==> config.mk <==
export PLATFORM = sky130hd
export DESIGN_NAME = wb_bus_decoder
export DESIGN_NICKNAME = d
export VERILOG_FILES = /design/src/rtl/wb_bus_decoder.sv
export SDC_FILE = /design/constraint.sdc
export NUM_CORES = 1
export LEC_CHECK = 0
export BUFFER_PORTS_ARGS = -buffer_cell sky130_fd_sc_hd__buf_2
export CAP_MARGIN = 20
export CORE_AREA = 5 5 301 303
export CTS_CLUSTER_DIAMETER = 30
export DETAILED_ROUTE_END_ITERATION = 8
export DIE_AREA = 0 0 306 308
export SYNTH_ARGS = -nofsm -noshare
export SYNTH_HDL_FRONTEND = slang
export SYNTH_SLANG_ARGS = --single-unit
==> constraint.sdc <==
create_clock -name clk_i -period 3.75 [get_ports clk_i]
set_clock_uncertainty 0.05 [all_clocks]
set_input_delay 0.75 -clock clk_i [delete_from_list [all_inputs] [get_ports clk_i]]
set_output_delay 0.75 -clock clk_i [all_outputs]
set_load 0.1 [all_outputs]
==> src/rtl/wb_bus_decoder.sv <==
// -----------------------------------------------------------------------------
// wb_bus_decoder
//
// Wishbone classic address decoder and bus watchdog for a single CPU master.
// The upper address field (adr[BASE+SELW-1:BASE]) selects one of NPORTS = 2**SELW
// slave slots. The decode is registered: the selected slave sees its strobe
// one cycle after the master raises m_stb. Cycles to unpopulated slots, cycles
// that stall longer than TIMEOUT, and cycles a slave ends with err are all
// terminated with m_err. The faulting address and a cause code are captured.
//
// Optional build macro: WB_DECODER_STATS_EN
//   When defined, an extra output err_count (16 bits) gives a saturating count
//   of terminated cycles. When undefined, the port and its counter do not exist.
//
// Ports
//   clk_i, rst_i        clock, synchronous active-high reset
//   m_cyc/m_stb/m_we    master cycle, strobe, write enable
//   m_adr, m_sel        master address and byte selects
//   m_dat_i / m_dat_o   master write data in / read data out
//   m_ack, m_err        master acknowledge / bus error (never both set)
//   s_cyc, s_stb        per-slot cycle / strobe (one-hot or zero)
//   s_we, s_adr, s_sel, s_dat_o   broadcast copies of the master signals
//   s_dat_i             per-slot read data, slot n at [32n+31:32n]
//   s_ack, s_err        per-slot acknowledge / error
//   bus_error           one-cycle pulse per terminated cycle
//   err_addr, err_cause address and cause of the last terminated cycle
//                       (cause: 0 none, 1 unpopulated, 2 timeout, 3 slave err)
// -----------------------------------------------------------------------------
module wb_bus_decoder #(
    parameter int unsigned BASE = 28,
    parameter int unsigned SELW = 4,
    localparam int unsigned NPORTS = 2 ** SELW,
    parameter logic [NPORTS-1:0] PORTMASK = 16'hffff,
    parameter int unsigned TIMEOUT = 255
) (
    input  logic                   clk_i,
    input  logic                   rst_i,
    input  logic                   m_cyc,
    input  logic                   m_stb,
    input  logic                   m_we,
    input  logic [31:0]            m_adr,
    input  logic [3:0]             m_sel,
    input  logic [31:0]            m_dat_i,
    output logic [31:0]            m_dat_o,
    output logic                   m_ack,
    output logic                   m_err,
    output logic [NPORTS-1:0]      s_cyc,
    output logic [NPORTS-1:0]      s_stb,
    output logic                   s_we,
    output logic [31:0]            s_adr,
    output logic [3:0]             s_sel,
    output logic [31:0]            s_dat_o,
    input  logic [NPORTS*32-1:0]   s_dat_i,
    input  logic [NPORTS-1:0]      s_ack,
    input  logic [NPORTS-1:0]      s_err,
    output logic                   bus_error,
    output logic [31:0]            err_addr,
    output logic [1:0]             err_cause
`ifdef WB_DECODER_STATS_EN
    ,
    output logic [15:0]            err_count
`endif
);

    typedef enum logic [1:0] {
        ST_IDLE   = 2'd0,
        ST_ACTIVE = 2'd1,
        ST_ERR    = 2'd2,
        ST_DRAIN  = 2'd3
    } state_e;

    localparam logic [1:0] CAUSE_UNPOP   = 2'd1;
    localparam logic [1:0] CAUSE_TIMEOUT = 2'd2;
    localparam logic [1:0] CAUSE_SLVERR  = 2'd3;

    // Stall count at which an un-acked strobe is aborted.
    localparam logic [15:0] TO_LAST = 16'(TIMEOUT - 1);

    // True when the given slot has a slave behind it.
    function automatic logic slot_populated(input logic [SELW-1:0] slot);
        return PORTMASK[slot];
    endfunction

    state_e              state_q, state_d;
    logic [SELW-1:0]     slot_q, slot_d;
    logic [15:0]         tcnt_q, tcnt_d;
    logic                bus_error_q, bus_error_d;
    logic [31:0]         err_addr_q, err_addr_d;
    logic [1:0]          err_cause_q, err_cause_d;

    logic [SELW-1:0]     sel_field_s;
    logic                slot_ack_s;
    logic                slot_err_s;
    logic [31:0]         slot_dat_s;

    assign sel_field_s = m_adr[BASE +: SELW];
    assign slot_ack_s  = s_ack[slot_q];
    assign slot_err_s  = s_err[slot_q];
    // Slot n's read data starts at bit 32*n; concatenating five zero bits
    // forms that offset without a multiplier.
    assign slot_dat_s  = s_dat_i[{slot_q, 5'd0} +: 32];

    // Broadcast copies of the master request towards every slave.
    assign s_we    = m_we;
    assign s_adr   = m_adr;
    assign s_sel   = m_sel;
    assign s_dat_o = m_dat_i;

    assign bus_error = bus_error_q;
    assign err_addr  = err_addr_q;
    assign err_cause = err_cause_q;

    // Next-state logic: decode, watchdog and error capture.
    always_comb begin
        state_d     = state_q;
        slot_d      = slot_q;
        tcnt_d      = tcnt_q;
        bus_error_d = 1'b0;
        err_addr_d  = err_addr_q;
        err_cause_d = err_cause_q;

        case (state_q)
            ST_IDLE: begin
                if (m_cyc && m_stb) begin
                    slot_d = sel_field_s;
                    tcnt_d = 16'd0;
                    if (slot_populated(sel_field_s)) begin
                        state_d = ST_ACTIVE;
                    end else begin
                        state_d     = ST_ERR;
                        bus_error_d = 1'b1;
                        err_addr_d  = m_adr;
                        err_cause_d = CAUSE_UNPOP;
                    end
                end else begin
                    state_d = ST_IDLE;
                end
            end

            ST_ACTIVE: begin
                if (!m_cyc) begin
                    state_d = ST_IDLE;
                end else if (slot_err_s) begin
                    // m_err was already given combinationally this cycle, so
                    // skip ST_ERR (it would repeat m_err) and go straight to drain.
                    state_d     = ST_DRAIN;
                    bus_error_d = 1'b1;
                    err_addr_d  = m_adr;
                    err_cause_d = CAUSE_SLVERR;
                end else if (slot_ack_s) begin
                    // An ack in the last allowed cycle still wins over the timeout.
                    tcnt_d = 16'd0;
                end else if (m_stb) begin
                    if (tcnt_q == TO_LAST) begin
                        state_d     = ST_ERR;
                        bus_error_d = 1'b1;
                        err_addr_d  = m_adr;
                        err_cause_d = CAUSE_TIMEOUT;
                    end else begin
                        tcnt_d = tcnt_q + 16'd1;
                    end
                end else begin
                    // Idle beat inside a block cycle: watchdog holds.
                    tcnt_d = tcnt_q;
                end
            end

            ST_ERR: begin
                state_d = ST_DRAIN;
            end

            ST_DRAIN: begin
                if (!m_cyc) begin
                    state_d = ST_IDLE;
                end else begin
                    state_d = ST_DRAIN;
                end
            end

            default: begin
                state_d = ST_IDLE;
            end
        endcase
    end

    // Output decode: slave selects and master responses from the current state.
    always_comb begin
        s_cyc   = '0;
        s_stb   = '0;
        m_ack   = 1'b0;
        m_err   = 1'b0;
        m_dat_o = 32'd0;

        case (state_q)
            ST_ACTIVE: begin
                s_cyc[slot_q] = m_cyc;
                s_stb[slot_q] = m_stb;
                // Error takes priority so ack and err are never both seen.
                m_err   = m_cyc & slot_err_s;
                m_ack   = m_cyc & slot_ack_s & ~slot_err_s;
                m_dat_o = slot_dat_s;
            end
            ST_ERR: begin
                m_err = 1'b1;
            end
            default: begin
                m_err = 1'b0;
            end
        endcase
    end

    // State, slot, watchdog and error-capture registers.
    always_ff @(posedge clk_i) begin
        if (rst_i) begin
            state_q     <= ST_IDLE;
            slot_q      <= '0;
            tcnt_q      <= 16'd0;
            bus_error_q <= 1'b0;
            err_addr_q  <= 32'd0;
            err_cause_q <= 2'd0;
        end else begin
            state_q     <= state_d;
            slot_q      <= slot_d;
            tcnt_q      <= tcnt_d;
            bus_error_q <= bus_error_d;
            err_addr_q  <= err_addr_d;
            err_cause_q <= err_cause_d;
        end
    end

`ifdef WB_DECODER_STATS_EN
    logic [15:0] err_count_q, err_count_d;

    // Saturating error counter, stepped together with the bus_error pulse.
    always_comb begin
        err_count_d = err_count_q;
        if (bus_error_d && (err_count_q != 16'hffff)) begin
            err_count_d = err_count_q + 16'd1;
        end else begin
            err_count_d = err_count_q;
        end
    end

    // Error counter register.
    always_ff @(posedge clk_i) begin
        if (rst_i) begin
            err_count_q <= 16'd0;
        end else begin
            err_count_q <= err_count_d;
        end
    end

    assign err_count = err_count_q;
`endif

endmodule

After elaboration in Yosys (flattened, before gate mapping)

Memory sizes are Yosys's and may differ from the RTL's.
Index checks and enable logic that the tools add are counted.
Widths: inputs -> output; s select.

Bits in registers: 57
Latch bits: 0
Bits in writable memories: 0
Bits in read-only memories: 16
Input port bits: 617
Output and inout bits: 170
Word-level logic and storage cells: 90
Memories kept: 1

Memory list:

| memory          | words | bits a word | rd ports | clocked after Yosys merged registers in | write ports | line | source |
|---|---|---|---|---|---|---|---|
| (no name shown) | 16    | 1           | 1        | 0                                       | 0           | 81   | `return PORTMASK[slot];` |

Add/sub/neg operators: 1
Multipliers: 0
Div/mod/pow operators: 0
Magnitude comparators: 3
Equal/unequal tests: 16
Shift-type cells: 1
Mux-type cells: 48
Bitwise operators: 6
Reduce and logical (&&, ||, !) cells: 8

Operator list:

| kind                  | count |
|---|---|
| $shiftx 512x10->32    | 1 |
| $mux 32               | 8 |
| $mux 16               | 8 |
| $pmux 32 s2           | 1 |
| $and 16x16->16        | 2 |
| $pmux 16 s2           | 1 |
| $mux 2                | 11 |
| $add 16x1->16 const B | 1 |
| $eq 16x8->1 const B   | 1 |
| $ne 3x3->1 const B    | 5 |
| $mux 1                | 12 |
| $ne 4x4->1 const B    | 3 |
| $lt 4x5->1 const B    | 2 |
| $bmux 1 s4            | 2 |
| $ne 2x2->1 const B    | 4 |
| $pmux 2 s4            | 1 |
| $reduce_and 7->1      | 1 |
| $reduce_and 6->1      | 1 |
| $demux 1 s4           | 1 |
| $eq 2x2->1 const B    | 2 |
| $ge 4x1->1 const B    | 1 |
| $pmux 1 s2            | 2 |
| $pmux 2 s2            | 1 |
| $and 1x1->1           | 3 |
| 7 further kinds       | 8 |

Depth between registers and ports, before layout

Gate-level depths: netlist of run 1.

Word-level depth: 7
Mapped depth: 10
Gate-level depth less buffers: 8

Worst setup path before layout of run 1

No wires, ideal clock.

Kind: register -> output
Start point: reg slot_q[0]
End point: out s_cyc[1]
Arrival time: 3745 ps
Required time: 2950 ps
Slack: -795 ps
Stages on the path, launching flop included: 8
Buffers on the path: 4
Cells stage by stage: dfxtp_1 > buf_6 > clkbuf_1 > buf_2 > clkbuf_1 > nand2b_1 > or2_2 > nor3_1

Cells in the longest elaborated chain, start to end: 6
Elaborated cells on any way between the ends: 7
Those cells by class: order compare: 2; mux: 3; bitwise: 1; reduce/logical: 1

Ends and longest elaborated chain:

| what                                                                  | line | source |
|---|---|---|
| from (decl)                                                           | 85   | `logic [SELW-1:0] slot_q, slot_d;` |
| from (signal assigned)                                                | 223  | `slot_q <= slot_d;` |
| $lt 4x5->1 (implied by the code) / $ge 4x1->1 (equally long branches) | 196  | `s_cyc[slot_q] = m_cyc;` |
| $logic_and 1x1->1 (implied by the code)                               | 196  |  |
| $mux 1 (implied by the code)                                          | 196  |  |
| $demux 1 s4 *                                                         | 196  |  |
| $and 16x16->16 (no line) *                                            | -    |  |
| $mux 16 *                                                             | 194  | `case (state_q)` |
| to (decl)                                                             | 47   | `output logic [NPORTS-1:0] s_cyc,` |

Mark *: on every way between the ends. The rest lies on a longest branch, timed or not.

Worst setup path in the final report of run 1

Start point: reg slot_q[0]
End point: out m_dat_o[1]

Cells in the longest elaborated chain, start to end: 2

Ends and longest elaborated chain:

| what               | line | source |
|---|---|---|
| $shiftx 512x10->32 | 101  | `assign slot_dat_s = s_dat_i[{slot_q, 5'd0} +: 32];` |
| $mux 32            | 194  |  |
| to (decl)          | 44   | `output logic [31:0] m_dat_o,` |

No other way between the ends.

==> results of run 1 <==
-- final timing paths --
kind / from / endpoint / depth (start not counted)
worst max-delay path: slot_q[0] / m_dat_o[1] / 6
worst min-delay path: err_addr[4] / err_addr[4] / 2
worst max register to register: slot_q[1] / tcnt_q[10] / 7
worst min register to register: err_addr[4] / err_addr[4] / 2
-- metrics by stage --
stage	hold slack [ns]	power, mW
2_1_floorplan	0.408	1.71
3_3_place_gp	0.389	2.13
3_5_place_dp	0.396	2.13
4_1_cts	0.404	3.07
5_1_grt	0.418	3.15
6_report	0.401	3.01
-- per-layer routing --
metal | track usage | wire [µm] | vias to the layer above
li1 | - | - | 3994
met1 | 0.178 | 28300 | 4684
met2 | 0.231 | 32500 | 805
met3 | 0.0672 | 9360 | 138
met4 | 0.0307 | 1480 | 40
met5 | 0.0111 | 379 | -
-- power by group through the flow --
| stage | clock (mW) | sequential [mW] | combinational (mW) |
|---|---|---|---|
| after floorplan | 0 | 0.648 | 1.06 |
| after global placement | 0 | 0.659 | 1.47 |
| after detailed placement | 0 | 0.661 | 1.47 |
| after CTS | 0.931 | 0.644 | 1.49 |
| after global routing | 0.949 | 0.644 | 1.56 |
| final | 0.897 | 0.641 | 1.48 |
-- worst max-delay path, cell delays in order, from the launching register on --
cell and delay, ns:
dfxtp_4 0.43, buf_12 0.16, buf_4 0.15, mux4_2 0.66
mux4_2 0.63, and2_1 0.23, buf_6 0.19
-- synth_stat cells (all sizes together), types with 10 or more instances --
library cell  instances  share of area
and2                 33          0.026
buf                  93          0.090
clkbuf               42          0.029
dfxtp                57           0.14
inv                  16         0.0076
mux2i                49          0.063
mux4                163           0.46
nand2                78          0.037
nand3                10         0.0069
nor2                 36          0.017
nor3                 13         0.0096
or3                  16          0.013
-- what timing repair did --
item | CTS | global route
setup buffers | 5 | 0
endpoints found under the setup margin | 16 | 2
hold buffers | 0 | 0
gates resized for setup | 2 | 3
-- flip-flops by register name, indices dropped and copies added, names as in the netlist, named ones only --
name	flops
err_addr	32
err_cause	2
tcnt_q	16
state_q	1
slot_q	4
bus_error	1
-- logic make-up (layout without fill, tap and decap cells) --
group / count (synthesis) / after routing / share of synthesized area
buffers and inverters: 152 / 793 / 0.128
flip-flops: 57 / 57 / 0.144
AO/OA/AOI/OAI: 49 / 49 / 0.0455
other: 0 / 22 / 0
multiplexers: 217 / 217 / 0.532
AND/OR/NAND/NOR: 219 / 219 / 0.142
adder cells (fa/ha/maj): 6 / 6 / 0.00944
-- area by class of cell --
class / count / area (µm²)
well taps: 1165 / 1460
flip-flops and latches: 57 / 1160
diodes: 22 / 55.1
fillers: 9958 / 74700
clock inverters: 6 / 65.1
multi-input cells: 491 / 5850
repair buffers: 761 / 4160
clock buffers: 10 / 239
inverters: 16 / 60.1
==> results by group, run 1 <==
STA
  – Final setup TNS: 0 ns
  – Worst Max-Slew Pin Slew: 0.904 ns
  – Fin. max-slew vios: 0
  – Final hold viol count: 0
  – Unrepaired setup endpoints after global routing: no
  – Maximum clock rate: 275 MHz
  – Final critical-path required period: 3.64 ns
  – Fin crit share: 0.971
  – Slew HR: 0.392
  – Setup slack after layout: 0.108 ns
  – Final Setup Violations: 0

Yosys
  – Ys Warns: 0
  – Top FF cell, synth: dfxtp_1
  – Syn_nets: 1323
  – Mapped Cells: 700
  – Syn Std Cell Area: 7950 µm²
  – Syn_area_per_cell: 11.4 µm²
  – Post-synthesis async set-or-reset flop share: 0
  – Sequential area share after synthesis: 0.144
  – Post-synth EDFFs: 0
  – Seq cells post-synth: 57
  – Yosys cell types: 59

Global route
  – Initial antenna violation count: 104
  – Vias in the first global route: 9836
  – GRT Util Overall: 0.145
  – Grt ovf: 0
  – Largest net degree at the start of global routing: 38
  – Global-route wire length before repair: 91.2 mm

Routing
  – Iter 0 DRT Violations: 738
  – Drc violations: 0
  – Drt pass-1 iters: 5
  – Final ANT Viol Nets: 0
  – WL per Instance: 28.5 µm
  – Total number of vias: 9661
  – Via-to-Cell Ratio: 3.82
  – Final WL: 72.0 mm

Layout
  – Commonest cells after routing, fill and taps aside: buf_2 (702), mux4_2 (163), nand2_1 (78), dfxtp_1 (53), mux2i_1 (48)
  – Share of layout cells above drive strength 1: 0.729
  – Area grow syn2layout: 64.0%
  – Most common cell after layout, fill and taps aside: buf_2
  – Layout Nets: 1959
  – Non-filler instance count after layout: 2528
  – Final core utilization: 0.149
  – Finished Cell Area: 13000 µm²

Setup path
  – Worst Path Required: 2.95 ns
  – CP Class: flop to output pin
  – Crit path capture type: output pin
  – R2r setup slk: 0.61 ns
  – Critical Path AT: 2.84 ns
  – Max FO, Critical Path: 7
  – Worst Setup Start Kind: flop

Pwr
  – Seq pwr share: 0.213
  – Leak: 5.39 nW
  – Switching Fraction: 0.405
  – Int Power: 1.79 mW
  – Switching power: 1.22 mW
  – Combinational Power Share: 0.490
  – Pwr dens: 231 nW/µm²
  – Maximum vdd drop: 217 µV
  – Clock share of power: 0.298

Floorplan
  – Die area: 94200 µm²
  – Core box area: 87700 µm²
  – Die Y: 308 µm
  – Die width: 306 µm
  – I/O pin total: 787
  – Starting Density: 0.0907
  – Rows: 109

Clocking
  – CTS Root Cell: clkbuf_16
  – CTS tree: yes
  – Clk buf depth: 2
  – Total CTS buffers: 9
  – Clock transition at path regs: 0.08 ns
  – CTS sink cnt: 57
  – Number of levels in the clock H-tree: 3
  – Worst-Skew Late Latency: 0.37 ns

Place
  – GPL Wtd Cong: 0.952
  – Detail Placement HPWL: 64.8 mm
  – IO buf count: 712
  – Area after DPL: 12600 µm²
  – Post-Place Setup Slack: 0.220 ns
  – Placed Cells: 2485

Flow run
  – Max-Cap Viols: 0

Status
  – Status: complete, no violations

Hold path
  – Hold Crit Class: flop to flop
Note: power is estimated with default switching activity, not from simulation.
==> run 2, diff against run 1 <==
--- a/config.mk
+++ b/config.mk
@@ -11,6 +11,8 @@
 export CTS_CLUSTER_DIAMETER = 30
 export DETAILED_ROUTE_END_ITERATION = 8
 export DIE_AREA = 0 0 306 308
+export RECOVER_POWER = 50
 export SYNTH_ARGS = -nofsm -noshare
 export SYNTH_HDL_FRONTEND = slang
 export SYNTH_SLANG_ARGS = --single-unit
+export TNS_END_PERCENT = 1
==> run 2 against run 1 <==
Final area up 1.0%. Critical path depth unchanged. Utilization up 0.15 points. Non-clock buffer count unchanged. Setup slack worse by 0.00072 ns. Sequential share of layout area down 0.089 points. Critical endpoint is now m_dat_o[11]. Largest cell class unchanged. Largest power group unchanged.
==> results by group, run 2 (synthesized netlist as in run 1, its figures left out) <==
Setup path
  – Crit-path slowest cell: dfxtp_4
  – Crit path buf inv count: 3
  – Worst R2R End: err_addr[29]
  – Max incr delay on CP: 0.59 ns
  – Worst path top cell family by delay: buffers and inverters
  – Worst Path Required: 2.95 ns
  – CP Cell Sequence: buf_12, buf_4, mux4_2, mux4_2, and2_1, buf_2
  – Most frequent CP cell: mux4_2
  – Crit path capture type: output pin
  – Max FO, Critical Path: 35
  – R2r setup slk: 0.29 ns
  – Critical Path AT: 2.84 ns
  – Worst Setup Start Kind: flop
  – Worst Reg-to-Reg Cells: 8
  – Worst flop-to-flop path startpoint: slot_q[1]
  – CP Class: flop to output pin

STA
  – Slew HR: 0.0737
  – Final critical-path required period: 3.64 ns
  – Fin crit share: 0.971
  – Worst Max-Slew Pin Slew: 1.40 ns
  – Final Setup Violations: 0
  – Final setup TNS: 0 ns
  – Unrepaired setup endpoints after global routing: no
  – Fin. max-slew vios: 0
  – Maximum clock rate: 275 MHz
  – Final hold viol count: 0

Layout
  – Final core utilization: 0.150
  – Filler instances: 9991
  – Layout Nets: 1959
  – Commonest cells after routing, fill and taps aside: buf_2 (620), mux4_2 (163), nand2_1 (78), clkbuf_1 (68), dfxtp_1 (53)
  – Share of layout cells above drive strength 1: 0.670
  – Finished Cell Area: 13200 µm²
  – Most common cell after layout, fill and taps aside: buf_2
  – Area grow syn2layout: 65.7%
  – Max reg flops: 32

Pwr
  – Maximum vdd drop: 206 µV
  – Switching power: 1.16 mW
  – Int Power: 1.70 mW
  – Switching Fraction: 0.406
  – Combinational Power Share: 0.507
  – Seq pwr share: 0.223
  – Clock share of power: 0.269
  – Pwr dens: 217 nW/µm²
  – Leak: 5.15 nW

Routing
  – Final WL: 67.5 mm
  – WL per Instance: 26.7 µm
  – Final ANT Viol Nets: 0
  – Iter 0 DRT Violations: 629
  – Via-to-Cell Ratio: 3.77
  – Drc violations: 0
  – Drt pass-1 iters: 5
  – Total number of vias: 9524

Floorplan
  – I/O pin total: 787
  – Rows: 109
  – Starting Density: 0.0907
  – Die width: 306 µm
  – Core box area: 87700 µm²
  – Die Y: 308 µm
  – Die area: 94200 µm²

Clocking
  – Worst-Skew Late Latency: 0.34 ns
  – Post-CTS Setup Inserts: 3
  – Clock transition at path regs: 0.06 ns
  – CTS Root Cell: clkbuf_16
  – Resize count post-CTS: 0
  – Hold Buf Count CTS: 0
  – CTS tree: yes
  – CTS sink cnt: 57
  – Number of levels in the clock H-tree: 3
  – Clk buf depth: 2
  – Total CTS buffers: 9

Place
  – GPL Wtd Cong: 0.932
  – Detail Placement HPWL: 61.3 mm
  – IO buf count: 712
  – Area after DPL: 12900 µm²

Hold path
  – Hold EP: err_addr[12]
  – HP Start: err_addr[12]
  – Hold Crit Class: flop to flop
  – Hold depth: 2

Flow run
  – Max-Cap Viols: 0

Status
  – Status: complete, no violations

Global route
  – Largest net degree at the start of global routing: 45
  – Grt ovf: 0
  – Initial antenna violation count: 91
  – GRT Util Overall: 0.134
  – Vias in the first global route: 9698
  – Global-route wire length before repair: 85.4 mm
## run 2: cell types whose count changed in the layout (fill, tap and decap cells not counted), moves of 2 or more
cell and change:
clkbuf_1 +68, buf_2 -82, nor2_1 +3, nor2_2 -3
clkinv_4 +2, clkbuf_4 -2, buf_12 +21, nor3_1 +7
nor3_2 -7, buf_4 -5
## run 2: power by group through the flow
| stage | registers [mW] | clock network (mW) | logic (mW) |
|---|---|---|---|
| 5_1_grt | 0.641 | 0.821 | 1.53 |
| 6_report | 0.639 | 0.770 | 1.45 |
| 3_5_place_dp | 0.660 | 0 | 1.46 |
| 3_3_place_gp | 0.659 | 0 | 1.44 |
| 2_1_floorplan | 0.648 | 0 | 1.06 |
| 4_1_cts | 0.642 | 0.805 | 1.47 |
## run 2: how the worst max path moves through the flow
stage,start,endpoint,slack (ns),cells after the start
2_1_floorplan,slot_q[1],s_cyc[2],-0.77,7
3_3_place_gp,slot_q[0],m_dat_o[11],0.31,6
3_5_place_dp,slot_q[0],m_dat_o[11],0.30,6
4_1_cts,slot_q[1],m_dat_o[11],0.01,6
5_1_grt,slot_q[0],m_dat_o[28],0.03,7
6_report,slot_q[1],m_dat_o[11],0.11,6
## run 2: per-layer routing
metal  GRT usage  share of wire
met1       0.161           0.39
met2       0.214           0.44
met3      0.0731           0.14
met4      0.0228          0.021
met5     0.00910         0.0064
## run 2: worst reg2reg max path, delay by kind of cell, from the launching register on
kind            cells  cell delay [ns]
mux                 3             0.89
buf+inv             2             1.23
flops               1             0.59
simple gates        2             0.34
compound gates      1             0.28
## run 2: area by class of cell
| cell class | count | area, µm² | area share |
|---|---|---|---|
| antenna | 21 | 52.6 | 0.00399 |
| clock buffer | 10 | 229 | 0.0174 |
| clock inverter | 6 | 43.8 | 0.00332 |
| inverter | 16 | 60.1 | 0.00456 |
| multi-input combinational | 491 | 5810 | 0.441 |
| sequential | 57 | 1160 | 0.0877 |
| tap | 1165 | 1460 | 0.111 |
| timing repair buffer | 761 | 4370 | 0.331 |
## run 2: metrics by stage
| stage | std cells | hold WS (ns) | power [mW] | setup slack [ns] |
|---|---|---|---|---|
| 2_1_floorplan | 700 | 0.408 | 1.71 | -0.767 |
| 3_3_place_gp | 2485 | 0.389 | 2.10 | 0.308 |
| 3_5_place_dp | 2486 | 0.396 | 2.12 | 0.298 |
| 4_1_cts | 2505 | 0.405 | 2.92 | 0.0121 |
| 5_1_grt | 2513 | 0.419 | 3.00 | 0.0316 |
| 6_report | 2527 | 0.408 | 2.86 | 0.107 |
